File: config.mk
export PLATFORM = sky130hd
export DESIGN_NAME = regfile_wb_arbiter
export DESIGN_NICKNAME = d
export VERILOG_FILES = /design/src/rtl/regfile_wb_arbiter.sv
export SDC_FILE = /design/constraint.sdc
export NUM_CORES = 1
export LEC_CHECK = 0
export CORE_UTILIZATION = 37
export CTS_BUF_LIST = sky130_fd_sc_hd__clkbuf_8
export CTS_CLUSTER_DIAMETER = 150
export DETAILED_ROUTE_END_ITERATION = 8
export MAX_ROUTING_LAYER = met4
export PLACE_DENSITY = 0.95
export SYNTH_ARGS = -nofsm -noshare
export SYNTH_HDL_FRONTEND = slang
export SYNTH_SLANG_ARGS = --single-unit
File: constraint.sdc
create_clock -name clk -period 4.95 [get_ports clk]
set_input_delay 0.7425 -clock clk [delete_from_list [all_inputs] [get_ports clk]]
set_output_delay 0.7425 -clock clk [all_outputs]
set_load 0.02 [all_outputs]
File: src/rtl/regfile_wb_arbiter.sv
// regfile_wb_arbiter: shares the single register-file write port between the
// ALU and LSU writeback paths.
//   - Combinational valid/ready arbitration: LSU normally wins a tie. An ALU
//     request that keeps losing is promoted after MAX_WAIT lost cycles.
//   - The winning write is registered onto rf_wen/rf_rd/rf_rd_data with one
//     cycle of latency.
//   - Optional macro WB_BYPASS_EN adds decode bypass flags and data, taken
//     from the output register.
module regfile_wb_arbiter #(
   parameter int XLEN     = 32,
   parameter int MAX_WAIT = 4,
   parameter int WAIT_W   = 3
) (
   input  logic            clk,
   input  logic            rst_n,
   input  logic            wb_hold,
   input  logic            alu_valid,
   output logic            alu_ready,
   input  logic [4:0]      alu_rd,
   input  logic [XLEN-1:0] alu_data,
   input  logic            lsu_valid,
   output logic            lsu_ready,
   input  logic [4:0]      lsu_rd,
   input  logic [XLEN-1:0] lsu_data,
   output logic            rf_wen,
   output logic [4:0]      rf_rd,
   output logic [XLEN-1:0] rf_rd_data,
   output logic            alu_starved,
   input  logic [4:0]      rs1,
   input  logic [4:0]      rs2,
   output logic            byp1_hit,
   output logic            byp2_hit,
   output logic [XLEN-1:0] byp1_data,
   output logic [XLEN-1:0] byp2_data
);

   typedef enum logic {PRIO_LSU = 1'b0, PRIO_ALU = 1'b1} state_e;

   localparam logic [WAIT_W-1:0] MAX_WAIT_C = WAIT_W'(MAX_WAIT);

   state_e            state_q;
   logic [WAIT_W-1:0] wait_q, wait_d;
   logic              alu_gnt, lsu_gnt;
   logic              rf_wen_q;
   logic [4:0]        rf_rd_q;
   logic [XLEN-1:0]   rf_data_q;

   // Grant selection: only register state and inputs feed this, never rf_*.
   always_comb begin
      alu_gnt = 1'b0;
      lsu_gnt = 1'b0;
      if (rst_n && !wb_hold) begin
         if (alu_valid && lsu_valid) begin
            alu_gnt = (state_q == PRIO_ALU);
            lsu_gnt = (state_q != PRIO_ALU);
         end else begin
            alu_gnt = alu_valid;
            lsu_gnt = lsu_valid;
         end
      end
   end

   assign alu_ready = alu_gnt;
   assign lsu_ready = lsu_gnt;

   // ALU loss counter: frozen under hold, cleared when the ALU is idle or wins.
   always_comb begin
      wait_d = wait_q;
      if (!wb_hold) begin
         if (!alu_valid || alu_gnt)
            wait_d = '0;
         else if (wait_q != MAX_WAIT_C)
            wait_d = wait_q + WAIT_W'(1);
      end
   end

   // Priority FSM. Promotion happens on the edge where the counter reaches
   // MAX_WAIT, so the ALU wins on the cycle right after its MAX_WAIT-th loss.
   always_ff @(posedge clk or negedge rst_n) begin
      if (!rst_n) begin
         state_q     <= PRIO_LSU;
         wait_q      <= '0;
         alu_starved <= 1'b0;
      end else begin
         wait_q <= wait_d;
         if (!wb_hold) begin
            case (state_q)
               PRIO_LSU: if (wait_d == MAX_WAIT_C) begin
                  state_q     <= PRIO_ALU;
                  alu_starved <= 1'b1;
               end
               PRIO_ALU: if (alu_gnt) begin
                  state_q     <= PRIO_LSU;
                  alu_starved <= 1'b0;
               end
               default: begin
                  state_q     <= PRIO_LSU;
                  alu_starved <= 1'b0;
               end
            endcase
         end
      end
   end

   // Writeback register: capture the winner. Writes to x0 are swallowed.
   always_ff @(posedge clk or negedge rst_n) begin
      if (!rst_n) begin
         rf_wen_q  <= 1'b0;
         rf_rd_q   <= '0;
         rf_data_q <= '0;
      end else if (alu_gnt) begin
         rf_wen_q  <= |alu_rd;
         rf_rd_q   <= alu_rd;
         rf_data_q <= alu_data;
      end else if (lsu_gnt) begin
         rf_wen_q  <= |lsu_rd;
         rf_rd_q   <= lsu_rd;
         rf_data_q <= lsu_data;
      end else begin
         rf_wen_q  <= 1'b0;
      end
   end

   assign rf_wen     = rf_wen_q;
   assign rf_rd      = rf_rd_q;
   assign rf_rd_data = rf_data_q;

`ifdef WB_BYPASS_EN
   // Decode sees the in-flight write one cycle before the register file does.
   assign byp1_hit  = rf_wen_q && (rf_rd_q == rs1);
   assign byp2_hit  = rf_wen_q && (rf_rd_q == rs2);
   assign byp1_data = rf_data_q;
   assign byp2_data = rf_data_q;
`else
   logic unused_rs;
   assign unused_rs = ^{rs1, rs2};
   assign byp1_hit  = 1'b0;
   assign byp2_hit  = 1'b0;
   assign byp1_data = '0;
   assign byp2_data = '0;
`endif

endmodule

==> results.md, run 1 <==
* Placer Congestion at 0.727
* Clk_lat worst skew at roughly 0.29 ns
* Slew @ Worst Pin at 1.02 ns
* Via-to-Cell Ratio at roughly 4.8
* Number of flops mapped to enable cells by yosys at 0
* Clk slew on worst S/H paths at approximately 0.09 ns
* Grt met3 use at 0.0507
* Status: complete, no violations
* Initial antenna violation count at 0
* Post-route setup TNS at 0 ns
* Syn Inst Count at 234
* Core Area at ~6300 sq um
* Worst path max stage delay at around 0.62 ns
* Post-synthesis sequential area ratio at 0.442
* First-pass GRT wire length at between 9000 and 10000 microns
* Die height at slightly above 80 microns
* Post-synth top area share at 0.442
* Clock power share at 0.194
* Flop pwr share at 0.393
* Synth Area per Inst at ~10 sq um
* Most used routing layer: met2
* Max-cap violation count at 0
* RSZ-0062 raised after global routing: no
* Met2 Usage GRT at 0.308
* Largest net degree at the start of global routing at 40
* Proportion of layout cells with a drive suffix above 1 at 0.0514
* Leakage at 1.71 nW
* Critical path arrival at about 2.5 ns
* Cell chosen for the clock root: clkbuf_8
* Top Family by Delay on Critical Path: buffers and inverters
* Top_reg_cell synth: dfrtp_1
* Top cells by area, synth: dfrtp_1 (44%), buf_4 (20%), a222oi_1 (15%)
* Worst setup margin at around 1.7 ns
* Wire per inst at approximately 14 microns
* FF-to-FF setup slack at ~3.1 ns
* Critical path class: input pin to primary output
* Nets at 440
* Dpl hpwl at roughly 4500 microns
* Slew Viols, Final at 0
* Sw frac at 0.354
* Switching pwr at between 0.4 and 0.5 mW
* Io pins at 196
* Number of global-route vias before repair at 1978
* Inserted Clock Buffers at 5
* Worst vdd ir at around 0.00020 V
* Worst-path fanout max at 12
* H-tree Lvls at 2
* Final hold violations at 0
* Unique masters post-synth at 33
* Post-CTS Resized at 0
* FMAX at 306 MHz
* Setup Skew at roughly 0.0048 ns
* # DRC at 0
* Post-Place Setup Slack at 1.67 ns
* Critical path buffers and inverters at 2
* Detailed Route Iter0 Violations at approximately 260
* GRT met1 Usage at 0.204
* Crit-path most repeated cell: clkdlybuf4s50_1
* Yosys Warn Count at 0
* Antenna Cells at 0
* Setup repair bufs after CTS at 0
* Die area at ~6900 sq um
* Internal Power at 0.790 mW
* Minimum clock period at roughly 3.3 ns
* Clk sinks at 43
* Final setup viols at 0
* CP endpoint kind: primary output
* DR pass1 iterations at 8
* WL final at just under 6000 microns
* Cell taking the most area after synthesis: dfrtp_1
* Reg2Reg Depth at 6
* #FFs+latches synth at 43
* Fin cells at between 400 and 500
* Startpoint types: input pin
* Mapped cell area at between 2000 and 2500 sq um
* Congestion Overflow GR at 0
* Cts-stage hold buffer count at 0
* Die Wd at between 80 and 90 microns
* Gr usage total at 0.176
* Design Power at about 1.2 mW
* Fin crit share at 0.661
* PwrDens at ~350 nW/um^2
* Critical path depth at 4
* Area Overhead vs Synth at 45.1%
* Synth async-reset ratio at 1.00
* Vias post-DR at between 2000 and 2500
* Worst hold path type: input pin to asynchronous set/reset pin
* Worst Path Required at around 4.2 ns
* Placed cells at around 420
* Slew headroom at 0.315
* Crit-path cells: clkdlybuf4s50_1 > and2b_1 > and3_1 > clkdlybuf4s50_1
* Starting Density at 0.384
* Combinational share of power at 0.413
* Antenna viol nets, final at 0
* CTS Buffer Depth at 2
* CTS tree: built
* Slowest cell on the critical path: clkdlybuf4s50_1
* Row count at 29
* Port bufs at about 120
[layout by cell type (no fill, tap or decap), types with 3 or more instances in the layout]
cell / synthesis / layout
nor2b_1: 3 / 3
buf_4: 66 / 3
clkbuf_8: 0 / 6
clkdlybuf4s50_1: 0 / 118
conb_1: 1 / 66
dfrtp_1: 43 / 43
inv_1: 38 / 38
a222oi_1: 36 / 36
nor2_1: 5 / 5
[Yosys cell counts, types with 2 or more instances]
| master | n |
|---|---|
| buf_4 | 66 |
| dfrtp_1 | 43 |
| inv_1 | 38 |
| a222oi_1 | 36 |
| buf_2 | 10 |
| nor2_1 | 5 |
| nor2b_1 | 3 |
| o21ai_1 | 3 |
| clkbuf_1 | 2 |
| ha_1 | 2 |
| mux2i_1 | 2 |
| nand2_1 | 2 |
| or4_1 | 2 |
[power by group through the flow]
stage | registers, mW | logic, mW | clock network, mW
2_1_floorplan | 0.563 | 0.223 | 0
5_1_grt | 0.492 | 0.540 | 0.260
3_5_place_dp | 0.486 | 0.509 | 0
4_1_cts | 0.481 | 0.510 | 0.247
6_report | 0.481 | 0.505 | 0.238
3_3_place_gp | 0.482 | 0.495 | 0
[flip-flops by register name, summed over array words and instances, names as in the netlist]
name         cells
alu_starved      1
rf_wen           1
rf_rd_data      32
rf_rd            5
state_q          1
wait_q           3
[final timing paths]
check / start / to
min reg2reg: rf_rd[0] / rf_rd[0]
max: wb_hold / lsu_ready
max in group asynchronous: rst_n / rf_rd_data[11]
min in group clk: rf_rd[0] / rf_rd[0]
min: rst_n / state_q
max reg2reg: wait_q[0] / alu_starved
[final cells by class]
class / instances / area (sq um)
clock buffers: 6 / 82.6
flip-flops and latches: 43 / 1080
multi-input cells: 139 / 913
fillers: 541 / 2810
clock inverters: 2 / 16.3
repair buffers: 122 / 1210
well taps: 77 / 96.3
inverters: 38 / 143
[kinds of logic after synthesis]
group,after synthesis,synth area share
muxes,2,0.00822
adders and majority gates,2,0.0103
other,1,0.00154
buffers and inverters,117,0.290
DFF,43,0.442
and+or+nand+nor,22,0.0611
AOI/OAI and AO/OA,46,0.183
xor gates and xnor gates,1,0.00360
[worst register-to-register path, stage by stage (launching register included)]
cell	delay [ns]
dfrtp_1	0.41
inv_1	0.09
ha_1	0.32
and4bb_1	0.29
o21ai_2	0.09
a2111oi_4	0.37
o22a_1	0.19
[stage by stage]
step                instance area, sq um  utilization  hold WS [ns]
CTS                                 3540        0.557         0.372
floorplan                           2680            -         0.447
detailed placement                  3440        0.541         0.478
global route                        3540        0.557         0.372
finish                              3540        0.557         0.366
global placement                    3440        0.541         0.468
[per-layer routing]
metal / wire, microns / share of wire / up-vias
met5: 0 / 0 / -
met4: 21 / 0.0035 / 0
met3: 529 / 0.089 / 4
met2: 3140 / 0.53 / 141
met1: 2280 / 0.38 / 974
li1: - / - / 924
Power figures use the tool's default switching activity.
==> run 2, diff against run 1 <==
--- a/config.mk
+++ b/config.mk
@@ -5,12 +5,12 @@
 export SDC_FILE = /design/constraint.sdc
 export NUM_CORES = 1
 export LEC_CHECK = 0
-export CORE_UTILIZATION = 37
+export CORE_UTILIZATION = 34
 export CTS_BUF_LIST = sky130_fd_sc_hd__clkbuf_8
 export CTS_CLUSTER_DIAMETER = 150
 export DETAILED_ROUTE_END_ITERATION = 8
 export MAX_ROUTING_LAYER = met4
-export PLACE_DENSITY = 0.95
+export PLACE_DENSITY = 0.91
 export SYNTH_ARGS = -nofsm -noshare
 export SYNTH_HDL_FRONTEND = slang
 export SYNTH_SLANG_ARGS = --single-unit
==> constraint.sdc (replaced) <==
create_clock -name clk -period 3.07 [get_ports clk]
set_input_delay 0.4605 -clock clk [delete_from_list [all_inputs] [get_ports clk]]
set_output_delay 0.4605 -clock clk [all_outputs]
set_load 0.02 [all_outputs]
==> run 2 against run 1 <==
  * Routed wire length rose by 4.7%
  * Critical endpoint unchanged
  * Highest routed layer unchanged
  * First-iteration DRC count decreased by 44%
  * Critical path type unchanged
  * Largest power group unchanged
  * Worst hold slack worse by 0.23 ns
==> results.md, run 2 (same netlist as run 1, synthesis figures left out) <==
* Placer Congestion at 0.695
* CP endpoint kind: primary output
* Worst vdd ir at around 0.00024 V
* WL final at between 6000 and 7000 microns
* Dpl hpwl at 4720 microns
* Starting Density at 0.355
* Max FFs per register at 32
* Via-to-Cell Ratio at between 4 and 5
* Post-CTS Resized at 0
* Cell chosen for the clock root: clkbuf_8
* Row count at 30
* Worst path max stage delay at 0.65 ns
* Max-cap violation count at 0
* Gr usage total at 0.170
* Detailed Route Iter0 Violations at 144
* Proportion of layout cells with a drive suffix above 1 at 0.0595
* Grt met3 use at 0.0419
* Crit-path most repeated cell: clkdlybuf4s50_1
* Slowest cell on the critical path: clkdlybuf4s50_1
* RSZ-0062 raised after global routing: no
* Minimum clock period at approximately 2.5 ns
* Fillers at 623
* Core Area at roughly 7000 sq um
* # DRC at 0
* Post-route setup TNS at 0 ns
* Die height at between 80 and 90 microns
* Clk sinks at between 40 and 50
* Met2 Usage GRT at 0.312
* Crit-path cells: clkdlybuf4s50_1 > and2b_1 > and3_1 > clkdlybuf4s50_1
* Flop pwr share at 0.374
* Worst hold path type: input pin to asynchronous set/reset pin
* Placement-stage cell area at about 3500 sq um
* Switching pwr at 0.704 mW
* Nets at about 440
* Io pins at around 200
* Status: complete, no violations
* Setup repair bufs after CTS at 0
* Cts-stage hold buffer count at 0
* Startpoint types: input pin
* Final hold violations at 0
* Leakage at 1.74 nW
* DR pass1 iterations at 6
* Clk_lat worst skew at approximately 0.3 ns
* Inserted Clock Buffers at 5
* H-tree Lvls at 2
* Setup Skew at 0.00785 ns
* First-pass GRT wire length at 9500 microns
* CTS Buffer Depth at 2
* Port bufs at about 120
* Final setup viols at 0
* FMAX at around 400 MHz
* Antenna Cells at 0
* Finished Cell Area at ~3600 sq um
* Most frequent cells in the layout: clkdlybuf4s50_1 (118), conb_1 (66), dfrtp_1 (43), inv_1 (38), a222oi_1 (36)
* Internal Power at 1.36 mW
* WHS at 0.139 ns
* GRT met1 Usage at 0.181
* Vias post-DR at 2037
* Area Overhead vs Synth at 47.5%
* Critical path class: input pin to primary output
* Fin cells at roughly 450
* Combinational share of power at 0.398
* Wire per inst at about 14 microns
* Most used routing layer: met2
* Critical path arrival at between 2 and 2.5 ns
* Die Wd at 86.6 microns
* CTS tree: built
* Number of global-route vias before repair at about 2100
* Clock power share at 0.228
* Placed cells at approximately 440
* Die area at ~7500 sq um
* Most common cell after layout, fill and taps aside: clkdlybuf4s50_1
* Congestion Overflow GR at 0
* Sw frac at 0.341
* Worst-path fanout max at 3
* Fin crit share at 0.811
* Design Power at about 2.1 mW
* Clk slew on worst S/H paths at roughly 0.09 ns
* Slew Viols, Final at 0
* Worst Path Required at between 2 and 3 ns
* Initial antenna violation count at 0
* Antenna viol nets, final at 0
* Largest net degree at the start of global routing at 40
* PwrDens at about 570 nW/um^2
==> run 2: metrics by stage <==
step | utilization | worst slack [ns]
after global routing | 0.523 | 0.534
after detailed placement | 0.505 | 0.574
after floorplan | - | 1.38
after global placement | 0.505 | 0.602
after CTS | 0.523 | 0.553
final | 0.523 | 0.580
==> run 2: path summary, 6_finish.rpt <==
check,from,endpoint,slack [ns],cells past startpoint
max,wb_hold,lsu_ready,0.58,4
min,rst_n,rf_rd_data[14],0.14,2
max reg2reg,wait_q[0],alu_starved,1.24,6
min reg2reg,alu_starved,alu_starved,0.50,1
max in group asynchronous,rst_n,rf_rd_data[1],2.64,2
min in group clk,alu_starved,alu_starved,0.50,1
==> run 2: per-layer routing <==
layer | share of wire | routed length [microns]
met5 | 0 | 0
met2 | 0.54 | 3350
met1 | 0.38 | 2350
met4 | 0.0091 | 57
met3 | 0.078 | 486
==> run 2: critical path: cells and delay by family <==
kind	cells	cell delay, ns
AND/OR/NAND/NOR	2	0.45
buffers and inverters	2	1.11
==> run 2: power by group through the flow <==
stage / Clock, mW / Sequential, mW / Combinational, mW
after floorplan: 0 / 0.908 / 0.360
after global placement: 0 / 0.775 / 0.802
after detailed placement: 0 / 0.781 / 0.824
after CTS: 0.492 / 0.773 / 0.826
after global routing: 0.509 / 0.787 / 0.883
final: 0.471 / 0.773 / 0.821
==> run 2: area by class of cell <==
class	instances	area (sq um)	share of cell area
clock buffer	6	82.6	0.0230
clock inverter	2	38.8	0.0108
inverter	38	143	0.0397
multi-input combinational	139	901	0.251
sequential	43	1080	0.300
tap	96	120	0.0334
timing repair buffer	125	1230	0.343
==> run 3, diff against run 2 <==
==> constraint.sdc (replaced) <==
create_clock -name clk -period 2.4 [get_ports clk]
set_input_delay 0.36 -clock clk [delete_from_list [all_inputs] [get_ports clk]]
set_output_delay 0.36 -clock clk [all_outputs]
set_load 0.02 [all_outputs]
==> run 3 against run 2 <==
  * Core utilization increased by 0.29 points
  * Worst hold slack got worse by 0.0087 ns
  * Clock power up 27%
  * Flip-flop and latch count unchanged
==> results.md, run 3 (same netlist as run 1, synthesis figures left out) <==
* Cell chosen for the clock root: clkbuf_8
* Fin crit share at 0.940
* Wire per inst at between 10 and 15 microns
* # DRC at 0
* Number of global-route vias before repair at ~2000
* Vias post-DR at between 2000 and 2500
* Antenna viol nets, final at 0
* Setup Skew at approximately 0.0034 ns
* Worst-path fanout max at 3
* Via-to-Cell Ratio at 4.57
* Setup repair bufs after CTS at 0
* H-tree Lvls at 2
* Clk_lat worst skew at between 0.2 and 0.3 ns
* FMAX at 443 MHz
* Placement-stage cell area at 3490 sq um
* Dpl hpwl at between 4000 and 5000 microns
* Max FFs per register at 32
* Core Area at 6870 sq um
* First-pass GRT wire length at slightly below 10000 microns
* Antenna Cells at 0
* Minimum clock period at 2.26 ns
* Design Power at about 2.6 mW
* Nets at about 440
* Clock power share at 0.227
* Starting Density at 0.355
* CP endpoint kind: primary output
* Finished Cell Area at approximately 3600 sq um
* Leakage at ~1.8 nW
* Flop pwr share at 0.374
* Post-route setup TNS at 0 ns
* Die Wd at around 87 microns
* Die area at between 7000 and 8000 sq um
* Final hold violations at 0
* RSZ-0062 raised after global routing: no
* Placer Congestion at ~0.69
* Initial antenna violation count at 0
* Status: complete, no violations
* Detailed Route Iter0 Violations at ~190
* Gr usage total at 0.174
* Worst vdd ir at around 0.00032 V
* Placed cells at around 440
* Combinational share of power at 0.399
* Port bufs at approximately 120
* Cts-stage hold buffer count at 0
* Final setup viols at 0
* Inserted Clock Buffers at 5
* PwrDens at 731 nW/um^2
* Internal Power at around 1.7 mW
* Switching pwr at between 0.8 and 0.9 mW
* FF-to-FF setup slack at a little under 0.6 ns
* Most frequent cells in the layout: clkdlybuf4s50_1 (118), conb_1 (66), dfrtp_1 (43), inv_1 (38), a222oi_1 (36)
* Critical path class: input pin to primary output
* Critical path arrival at roughly 1.9 ns
* Fin cells at 450
* Post-CTS Resized at 0
* Sw frac at 0.340
* CTS tree: built
* Slew Viols, Final at 0
* Row count at 30
* Proportion of layout cells with a drive suffix above 1 at 0.0621
* Startpoint types: input pin
* Largest net degree at the start of global routing at 40
* Most common cell after layout, fill and taps aside: clkdlybuf4s50_1
* Clk sinks at 43
* Max-cap violation count at 0
* Congestion Overflow GR at 0
* Worst Path Required at slightly above 2 ns
* Io pins at 196
* CTS Buffer Depth at 2
* WL final at 6140 microns
* Clk slew on worst S/H paths at about 0.09 ns
* Area Overhead vs Synth at 48.3%
* Die height at between 80 and 90 microns
* Worst hold path type: input pin to asynchronous set/reset pin
* DR pass1 iterations at 7
run 3: path summary, 6_finish.rpt:
check | startpoint | endpoint | depth (start not counted)
max | wb_hold | lsu_ready | 4
min | rst_n | rf_rd_data[10] | 2
max reg2reg | wait_q[0] | alu_starved | 6
min reg2reg | alu_starved | alu_starved | 1
max in group asynchronous | rst_n | rf_rd_data[20] | 2
min in group clk | rst_n | state_q | 3
run 3: layer usage:
metal | part of all wire | vias to the layer above | global-route usage | routed length [microns]
li1 | - | 935 | - | -
met1 | 0.37 | 982 | 0.190 | 2270
met2 | 0.53 | 134 | 0.317 | 3280
met3 | 0.089 | 4 | 0.0381 | 545
met4 | 0.0073 | 0 | 0.0500 | 45
met5 | 0 | - | - | 0
run 3: area by class of cell:
| type | count | area (sq um) |
|---|---|---|
| Clock buffer | 6 | 82.6 |
| Timing Repair Buffer | 126 | 1250 |
| Clock inverter | 2 | 38.8 |
| Sequential cell | 43 | 1080 |
| Fill cell | 630 | 3260 |
| Inverter | 38 | 143 |
| Tap cell | 96 | 120 |
| Multi-Input combinational cell | 139 | 901 |
run 3: power by group through the flow:
stage / logic (mW) / registers [mW] / clock network (mW)
after floorplan: 0.460 / 1.16 / 0
after global placement: 1.03 / 0.991 / 0
after detailed placement: 1.06 / 0.999 / 0
after CTS: 1.06 / 0.987 / 0.619
after global routing: 1.14 / 1.00 / 0.650
final: 1.05 / 0.987 / 0.599
run 3: per-stage QoR:
stage	utilization	hold WS [ns]	worst slack (ns)
floorplan	-	0.0644	0.714
global placement	0.508	0.446	0.152
detailed placement	0.508	0.455	0.160
CTS	0.526	0.133	0.133
global route	0.526	0.142	0.0858
finish	0.526	0.130	0.145
run 3: worst max-delay path: stages:
cell	delay [ns]
clkdlybuf4s50_1	0.45
and2b_1	0.23
and3_1	0.19
clkdlybuf4s50_1	0.66
